<file path="src/rtl/bp_resolve_if.sv">
// bp_resolve_if: EX resolution, prediction metadata and pre-IF redirect handshake.
interface bp_resolve_if #(
    parameter int PC_W = 32
);
    logic            ex_valid_i;
    logic            ex_is_br_i;
    logic [PC_W-1:0] ex_pc_i;
    logic            ex_taken_i;
    logic [PC_W-1:0] ex_target_i;
    logic            pred_valid_i;
    logic [1:0]      pred_state_i;
    logic            pred_btb_hit_i;
    logic [PC_W-1:0] pred_target_i;
    logic            redirect_ready_i;
    logic            redirect_valid_o;
    logic [PC_W-1:0] redirect_pc_o;

    modport slave (
        input  ex_valid_i, ex_is_br_i, ex_pc_i, ex_taken_i, ex_target_i,
        input  pred_valid_i, pred_state_i, pred_btb_hit_i, pred_target_i,
        input  redirect_ready_i,
        output redirect_valid_o, redirect_pc_o
    );

    modport master (
        output ex_valid_i, ex_is_br_i, ex_pc_i, ex_taken_i, ex_target_i,
        output pred_valid_i, pred_state_i, pred_btb_hit_i, pred_target_i,
        output redirect_ready_i,
        input  redirect_valid_o, redirect_pc_o
    );
endinterface

</file>
<file path="src/rtl/bp_resolve.sv">
// bp_resolve: branch resolution, mispredict redirect and registered PHT/BTB update bus.
module bp_resolve #(
    parameter int PC_W      = 32,
    parameter int PHT_IDX_W = 10,
    parameter int CNT_W     = 32
) (
    input  logic                          clk,
    input  logic                          resetn,
    bp_resolve_if.slave                   bus,
    output logic [2*PC_W+PHT_IDX_W+3:0]   bp_wbus_o,
    output logic [CNT_W-1:0]              br_cnt_o,
    output logic [CNT_W-1:0]              mis_cnt_o
);
    typedef enum logic {IDLE, REDIR} state_t;

    state_t                        state_q, state_d;
    logic [PC_W-1:0]               rpc_q, rpc_d;
    logic [2*PC_W+PHT_IDX_W+3:0]   wbus_q, wbus_d;
    logic [CNT_W-1:0]              br_q, br_d, mis_q, mis_d;
    logic                          fire, pred_taken, mis, btb_we;
    logic [1:0]                    base, nstate;

    // Branches seen while a redirect is pending are wrong-path and dropped.
    assign fire       = bus.ex_valid_i & bus.ex_is_br_i & (state_q == IDLE);
    assign pred_taken = bus.pred_valid_i & bus.pred_state_i[1] & bus.pred_btb_hit_i;
    assign mis        = (bus.ex_taken_i != pred_taken) |
                        (bus.ex_taken_i & pred_taken & (bus.pred_target_i != bus.ex_target_i));
    assign base       = bus.pred_valid_i ? bus.pred_state_i : 2'b01;
    assign btb_we     = bus.ex_taken_i & (~bus.pred_btb_hit_i | (bus.pred_target_i != bus.ex_target_i));

    always_comb begin
        nstate  = bus.ex_taken_i ? ((base == 2'b11) ? base : base + 2'b01)
                                 : ((base == 2'b00) ? base : base - 2'b01);
        state_d = (state_q == IDLE) ? ((fire & mis) ? REDIR : IDLE)
                                    : (bus.redirect_ready_i ? IDLE : REDIR);
        rpc_d   = (fire & mis) ? (bus.ex_taken_i ? bus.ex_target_i : bus.ex_pc_i + PC_W'(4)) : rpc_q;
        wbus_d  = fire ? {1'b1, bus.ex_pc_i[PHT_IDX_W+2:3], nstate, btb_we, bus.ex_pc_i, bus.ex_target_i}
                       : '0;
        br_d    = fire ? br_q + CNT_W'(1) : br_q;
        mis_d   = (fire & mis) ? mis_q + CNT_W'(1) : mis_q;
    end

    always_ff @(posedge clk or negedge resetn) begin
        if (!resetn) begin
            state_q <= IDLE;
            rpc_q   <= '0;
            wbus_q  <= '0;
            br_q    <= '0;
            mis_q   <= '0;
        end else begin
            state_q <= state_d;
            rpc_q   <= rpc_d;
            wbus_q  <= wbus_d;
            br_q    <= br_d;
            mis_q   <= mis_d;
        end
    end

    assign bus.redirect_valid_o = (state_q == REDIR);
    assign bus.redirect_pc_o    = rpc_q;
    assign bp_wbus_o            = wbus_q;
    assign br_cnt_o             = br_q;
    assign mis_cnt_o            = mis_q;
endmodule

</file>
<file path="src/flat_wrapper.sv">
// flat-port wrapper written by rule: the top's interface ports become plain ports
module bp_resolve_flat 
#(
    parameter int PC_W      = 32,
    parameter int PHT_IDX_W = 10,
    parameter int CNT_W     = 32
)
  (clk, resetn, bp_wbus_o, br_cnt_o, mis_cnt_o, bus_ex_valid_i, bus_ex_is_br_i, bus_ex_pc_i, bus_ex_taken_i, bus_ex_target_i, bus_pred_valid_i, bus_pred_state_i, bus_pred_btb_hit_i, bus_pred_target_i, bus_redirect_ready_i, bus_redirect_valid_o, bus_redirect_pc_o);
  bp_resolve_if #(.PC_W(PC_W)) bus_i ();
  input  logic clk;
  input  logic resetn;
  output logic [2*PC_W+PHT_IDX_W+3:0] bp_wbus_o;
  output logic [CNT_W-1:0] br_cnt_o;
  output logic [CNT_W-1:0] mis_cnt_o;
  input wire logic [$bits(bus_i.ex_valid_i)-1:0] bus_ex_valid_i;
  input wire logic [$bits(bus_i.ex_is_br_i)-1:0] bus_ex_is_br_i;
  input wire logic [$bits(bus_i.ex_pc_i)-1:0] bus_ex_pc_i;
  input wire logic [$bits(bus_i.ex_taken_i)-1:0] bus_ex_taken_i;
  input wire logic [$bits(bus_i.ex_target_i)-1:0] bus_ex_target_i;
  input wire logic [$bits(bus_i.pred_valid_i)-1:0] bus_pred_valid_i;
  input wire logic [$bits(bus_i.pred_state_i)-1:0] bus_pred_state_i;
  input wire logic [$bits(bus_i.pred_btb_hit_i)-1:0] bus_pred_btb_hit_i;
  input wire logic [$bits(bus_i.pred_target_i)-1:0] bus_pred_target_i;
  input wire logic [$bits(bus_i.redirect_ready_i)-1:0] bus_redirect_ready_i;
  output wire logic [$bits(bus_i.redirect_valid_o)-1:0] bus_redirect_valid_o;
  output wire logic [$bits(bus_i.redirect_pc_o)-1:0] bus_redirect_pc_o;
  assign bus_i.ex_valid_i = bus_ex_valid_i;
  assign bus_i.ex_is_br_i = bus_ex_is_br_i;
  assign bus_i.ex_pc_i = bus_ex_pc_i;
  assign bus_i.ex_taken_i = bus_ex_taken_i;
  assign bus_i.ex_target_i = bus_ex_target_i;
  assign bus_i.pred_valid_i = bus_pred_valid_i;
  assign bus_i.pred_state_i = bus_pred_state_i;
  assign bus_i.pred_btb_hit_i = bus_pred_btb_hit_i;
  assign bus_i.pred_target_i = bus_pred_target_i;
  assign bus_i.redirect_ready_i = bus_redirect_ready_i;
  assign bus_redirect_valid_o = bus_i.redirect_valid_o;
  assign bus_redirect_pc_o = bus_i.redirect_pc_o;
  bp_resolve #(.PC_W(PC_W), .PHT_IDX_W(PHT_IDX_W), .CNT_W(CNT_W)) u_core (.clk(clk), .resetn(resetn), .bus(bus_i), .bp_wbus_o(bp_wbus_o), .br_cnt_o(br_cnt_o), .mis_cnt_o(mis_cnt_o));
endmodule
</file>
<file path="config.mk">
export PLATFORM = sky130hd
export DESIGN_NAME = bp_resolve_flat
export DESIGN_NICKNAME = d
export VERILOG_FILES = /design/src/rtl/bp_resolve_if.sv /design/src/rtl/bp_resolve.sv /design/src/flat_wrapper.sv
export SDC_FILE = /design/constraint.sdc
export NUM_CORES = 1
export LEC_CHECK = 0
export ABC_AREA = 1
export CAP_MARGIN = 20
export CORE_UTILIZATION = 42
export DETAILED_ROUTE_END_ITERATION = 8
export PLACE_DENSITY = 0.77
export SYNTH_ARGS = -nofsm -noshare
export SYNTH_HDL_FRONTEND = slang
export SYNTH_SLANG_ARGS = --single-unit
</file>
<file path="constraint.sdc">
create_clock -name clk -period 1.6 [get_ports clk]
set_clock_uncertainty 0.1 [all_clocks]
set_input_delay 0.32 -clock clk [delete_from_list [all_inputs] [get_ports clk]]
set_output_delay 0.32 -clock clk [all_outputs]
set_load 0.005 [all_outputs]
</file>
==> impl_results.md <==
* Clock root buffer: clkbuf_16
* Port buffer count at 280
* Drc violations at 0
* WS Path Type: reg -> reg
* TritonCTS Buffers at 17
* FF-to-FF Start: u_core.mis_cnt_o[8]
* Slew Viols, Final at 0
* CTS tree: built
* Die area at 21300 µm²
* First-pass GRT wire length at 59000 µm
* Violated checks: negative setup slack
* Max Fclk at 521 MHz
* Min Tclk post-route at around 1.9 ns
* CORE AREA at 20300 µm²
* Hold Path Class: in -> reg
* Outcome: finished, violations left
* Max Buffers Root-to-Sink at 2
* Synth Area in XOR/XNOR at 8.74%
* Setup ws final at -0.321 ns
* Max FO, Critical Path at 2
* Initial antenna violation count at 1
* Register-to-register setup slack at -0.32 ns
* HP Start: bus_ex_target_i[26]
* P&R area growth vs syn at 89.1%
* Total number of vias at 11100
* Start point of the critical path: u_core.mis_cnt_o[8]
* Slew HR at 67.4%
* Inst Count DP at 1876
* Clk_lat worst skew at 0.44 ns
* Arrival time at the worst endpoint at between 2 and 2.5 ns
* Critical Path Source Type: register
* Synth Register Bits at between 150 and 200
* CP Capture Type: register
* Yosys warning total at 0
* FP Rows at 52
* Avg Vias per Cell at 5.39
* H-tree levels at 4
* Post-route insts no fill at 2065
* Crit Reg-Reg Endpoint: u_core.mis_cnt_o[27]
* Router iterations before antenna repair at 6
* Max-cap violations at 0
* Grt total ovfl at 0
* Post-Synth Simple-Gate Area at 32.8%
* Routed length per placed instance at 20.6 µm
* # clock sinks at 165
* Mapped Cells at 1148
* Post-Syn Area at 8720 µm²
* Largest net degree at the start of global routing at 48
* Hold Slack at just under 0.03 ns
* Final Hold Violating Endpoints at 0
* Vias in the first global route at 11100
* Detailed Route WL at ~42000 µm
* Initial Util at a little over two fifths
* Design Power at between 10 and 15 mW
* Largest family of logic cells by synthesized area: simple AND/OR/NAND/NOR gates
* Worst-path clk slew at 0.07 ns
* Mapped Nets at 1258
* R2R cell count at 9
* Synth Area in Adders at 0.574%
* Mux cell area share after synthesis at 0%
* Min-Delay Path Depth at 3
* Worst vdd ir at 0.697 mV
* Pleak at about 9 nW
* Die X at 146 µm
* Required time worst endpoint at 1.87 ns
* Initial DRC Count at 744
* Antenna viol nets, final at 0
* RSZ-0062 raised after global routing: yes
* Post-synthesis compound-gate area fraction at 2.75%
* Syn_area_per_cell at ~7.6 µm²
* DP Wirelength at 24300 µm
* WHS Endpoint: u_core.bp_wbus_o[26]
* GP Congestion at 0.971
* Layout cells sized above 1 at 44.3%
* Pwr Density at 789 nW/µm²
* Die H at between 100 and 150 µm
* Ports at 281
* Distinct cells, synth at 29
* Seq/Total Area, Yosys at between 40% and 50%
* Worst-Margin Slew at 0.489 ns
* Nets at 1891
* Total GRT Usage at between 30% and 40%
* Final Cycle Share at 120%
* Setup violations, final at 80
per-stage QoR:
stage | setup TNS, ns | util (%) | worst slack (ns) | instance area [µm²]
6_report | -6.90 | 81.3 | -0.321 | 16500
5_1_grt | -10.65 | 81.3 | -0.367 | 16500
4_1_cts | -1.90 | 77.8 | -0.151 | 15800
3_5_place_dp | -66.56 | 66.2 | -0.757 | 13400
3_3_place_gp | -64.39 | 66.2 | -0.739 | 13400
2_1_floorplan | -0.0232 | - | -0.0178 | 8780
worst max-delay path: stages (launching register included):
cell     delay [ns]
dfrtp_1        0.37
buf_4          0.14
nand2_2        0.11
nor2_4         0.14
nand4_1        0.18
nor2_2         0.26
nand2_1        0.14
xnor2_1        0.21
nand3_1        0.11
nand2_1        0.10
kinds of logic after synthesis:
kind of cell | after synthesis
XOR/XNOR | 87
AO/OA/AOI/OAI | 45
AND/OR/NAND/NOR | 684
adder cells (fa/ha/maj) | 4
flip-flops | 165
buffers and inverters | 163
what timing repair did:
action	in CTS	in global routing
pin swaps	103	109
buffers inserted	120	45
setup endpoints to repair	253	107
hold endpoints to repair	34	0
gates resized for setup	714	246
hold buffers	1	0
gates cloned	11	2
cell type report:
| class | count | area (µm²) |
|---|---|---|
| clock buffer | 19 | 443 |
| multi-input combinational | 820 | 5260 |
| inverter | 118 | 453 |
| timing repair buffer | 659 | 5730 |
| clock inverter | 13 | 135 |
| sequential | 165 | 4140 |
| antenna | 1 | 2.50 |
| fill | 1238 | 3800 |
| tap | 270 | 338 |
layout by cell type, fill, tap and decap left out, types with 15 or more instances in the layout:
cell type        n
inv_2           25
dlygate4sd2_1  158
o21ai_0         23
nand3_1         64
nor2_4          24
xnor2_1         36
buf_4          308
nor2_2          28
nand2_1        264
clkbuf_2        37
nor3_4          15
dfrtp_1        156
nand2_4         23
buf_12          15
nor2_1         103
buf_2           38
inv_1           90
clkbuf_16       19
nand2_2         73
xor2_1          35
nand3_2         40
buf_6           57
power breakdown:
| group | leakage [nW] | switching [mW] | total, mW | internal (mW) |
|---|---|---|---|---|
| sequential | 2.19 | 0.315 | 4.88 | 4.56 |
| combinational | 6.77 | 1.95 | 3.94 | 2.00 |
| clock | 0.284 | 1.96 | 4.20 | 2.24 |
| total | 9.24 | 4.22 | 13.0 | 8.80 |
sequential cells by signal, indices dropped and copies added (netlist names):
signal,flops
u_core.bus.redirect_valid_o,1
u_core.mis_cnt_o,32
u_core.bus.redirect_pc_o,32
u_core.br_cnt_o,32
u_core.bp_wbus_o,68
worst max-delay path by stage:
stage                                              end  cells after the start
after global placement    u_core.bus.redirect_pc_o[16]                     10
after floorplan                    u_core.br_cnt_o[28]                      9
after global routing              u_core.mis_cnt_o[27]                      9
final                             u_core.mis_cnt_o[27]                      9
after CTS                         u_core.mis_cnt_o[26]                     11
after detailed placement  u_core.bus.redirect_pc_o[11]                     13
cell usage after synthesis:
cell type / instances / area (µm²)
nand2_1: 358 / 1340
dfrtp_1: 165 / 4130
nor2_1: 148 / 556
inv_1: 118 / 443
nand3_1: 111 / 556
xnor2_1: 49 / 429
xor2_1: 38 / 333
nor3_1: 35 / 175
o21ai_0: 31 / 155
buf_4: 16 / 120
nand4_1: 11 / 68.8
buf_1: 10 / 37.5
clkbuf_1: 10 / 37.5
buf_2: 9 / 45.0
a21oi_1: 5 / 25.0
ha_1: 4 / 50.1
nand2_2: 4 / 25.0
nor2_2: 4 / 25.0
a31oi_1: 3 / 18.8
nor2_4: 3 / 33.8
o22ai_1: 3 / 18.8
and3_1: 2 / 12.5
nand3_2: 2 / 20.0
nand3b_1: 2 / 15.0
nor4_1: 2 / 12.5
o211ai_1: 2 / 15.0
a21boi_0: 1 / 7.51
and3_2: 1 / 7.51
nor3b_1: 1 / 7.51
routing by layer:
layer	global-route usage (%)	vias up	wire (µm)
li1	-	4837	-
met1	40.7	5280	14500
met2	63.9	756	21300
met3	8.03	249	3670
met4	18.8	2	2980
met5	0	-	15
Note: power is estimated with default switching activity, not from simulation.
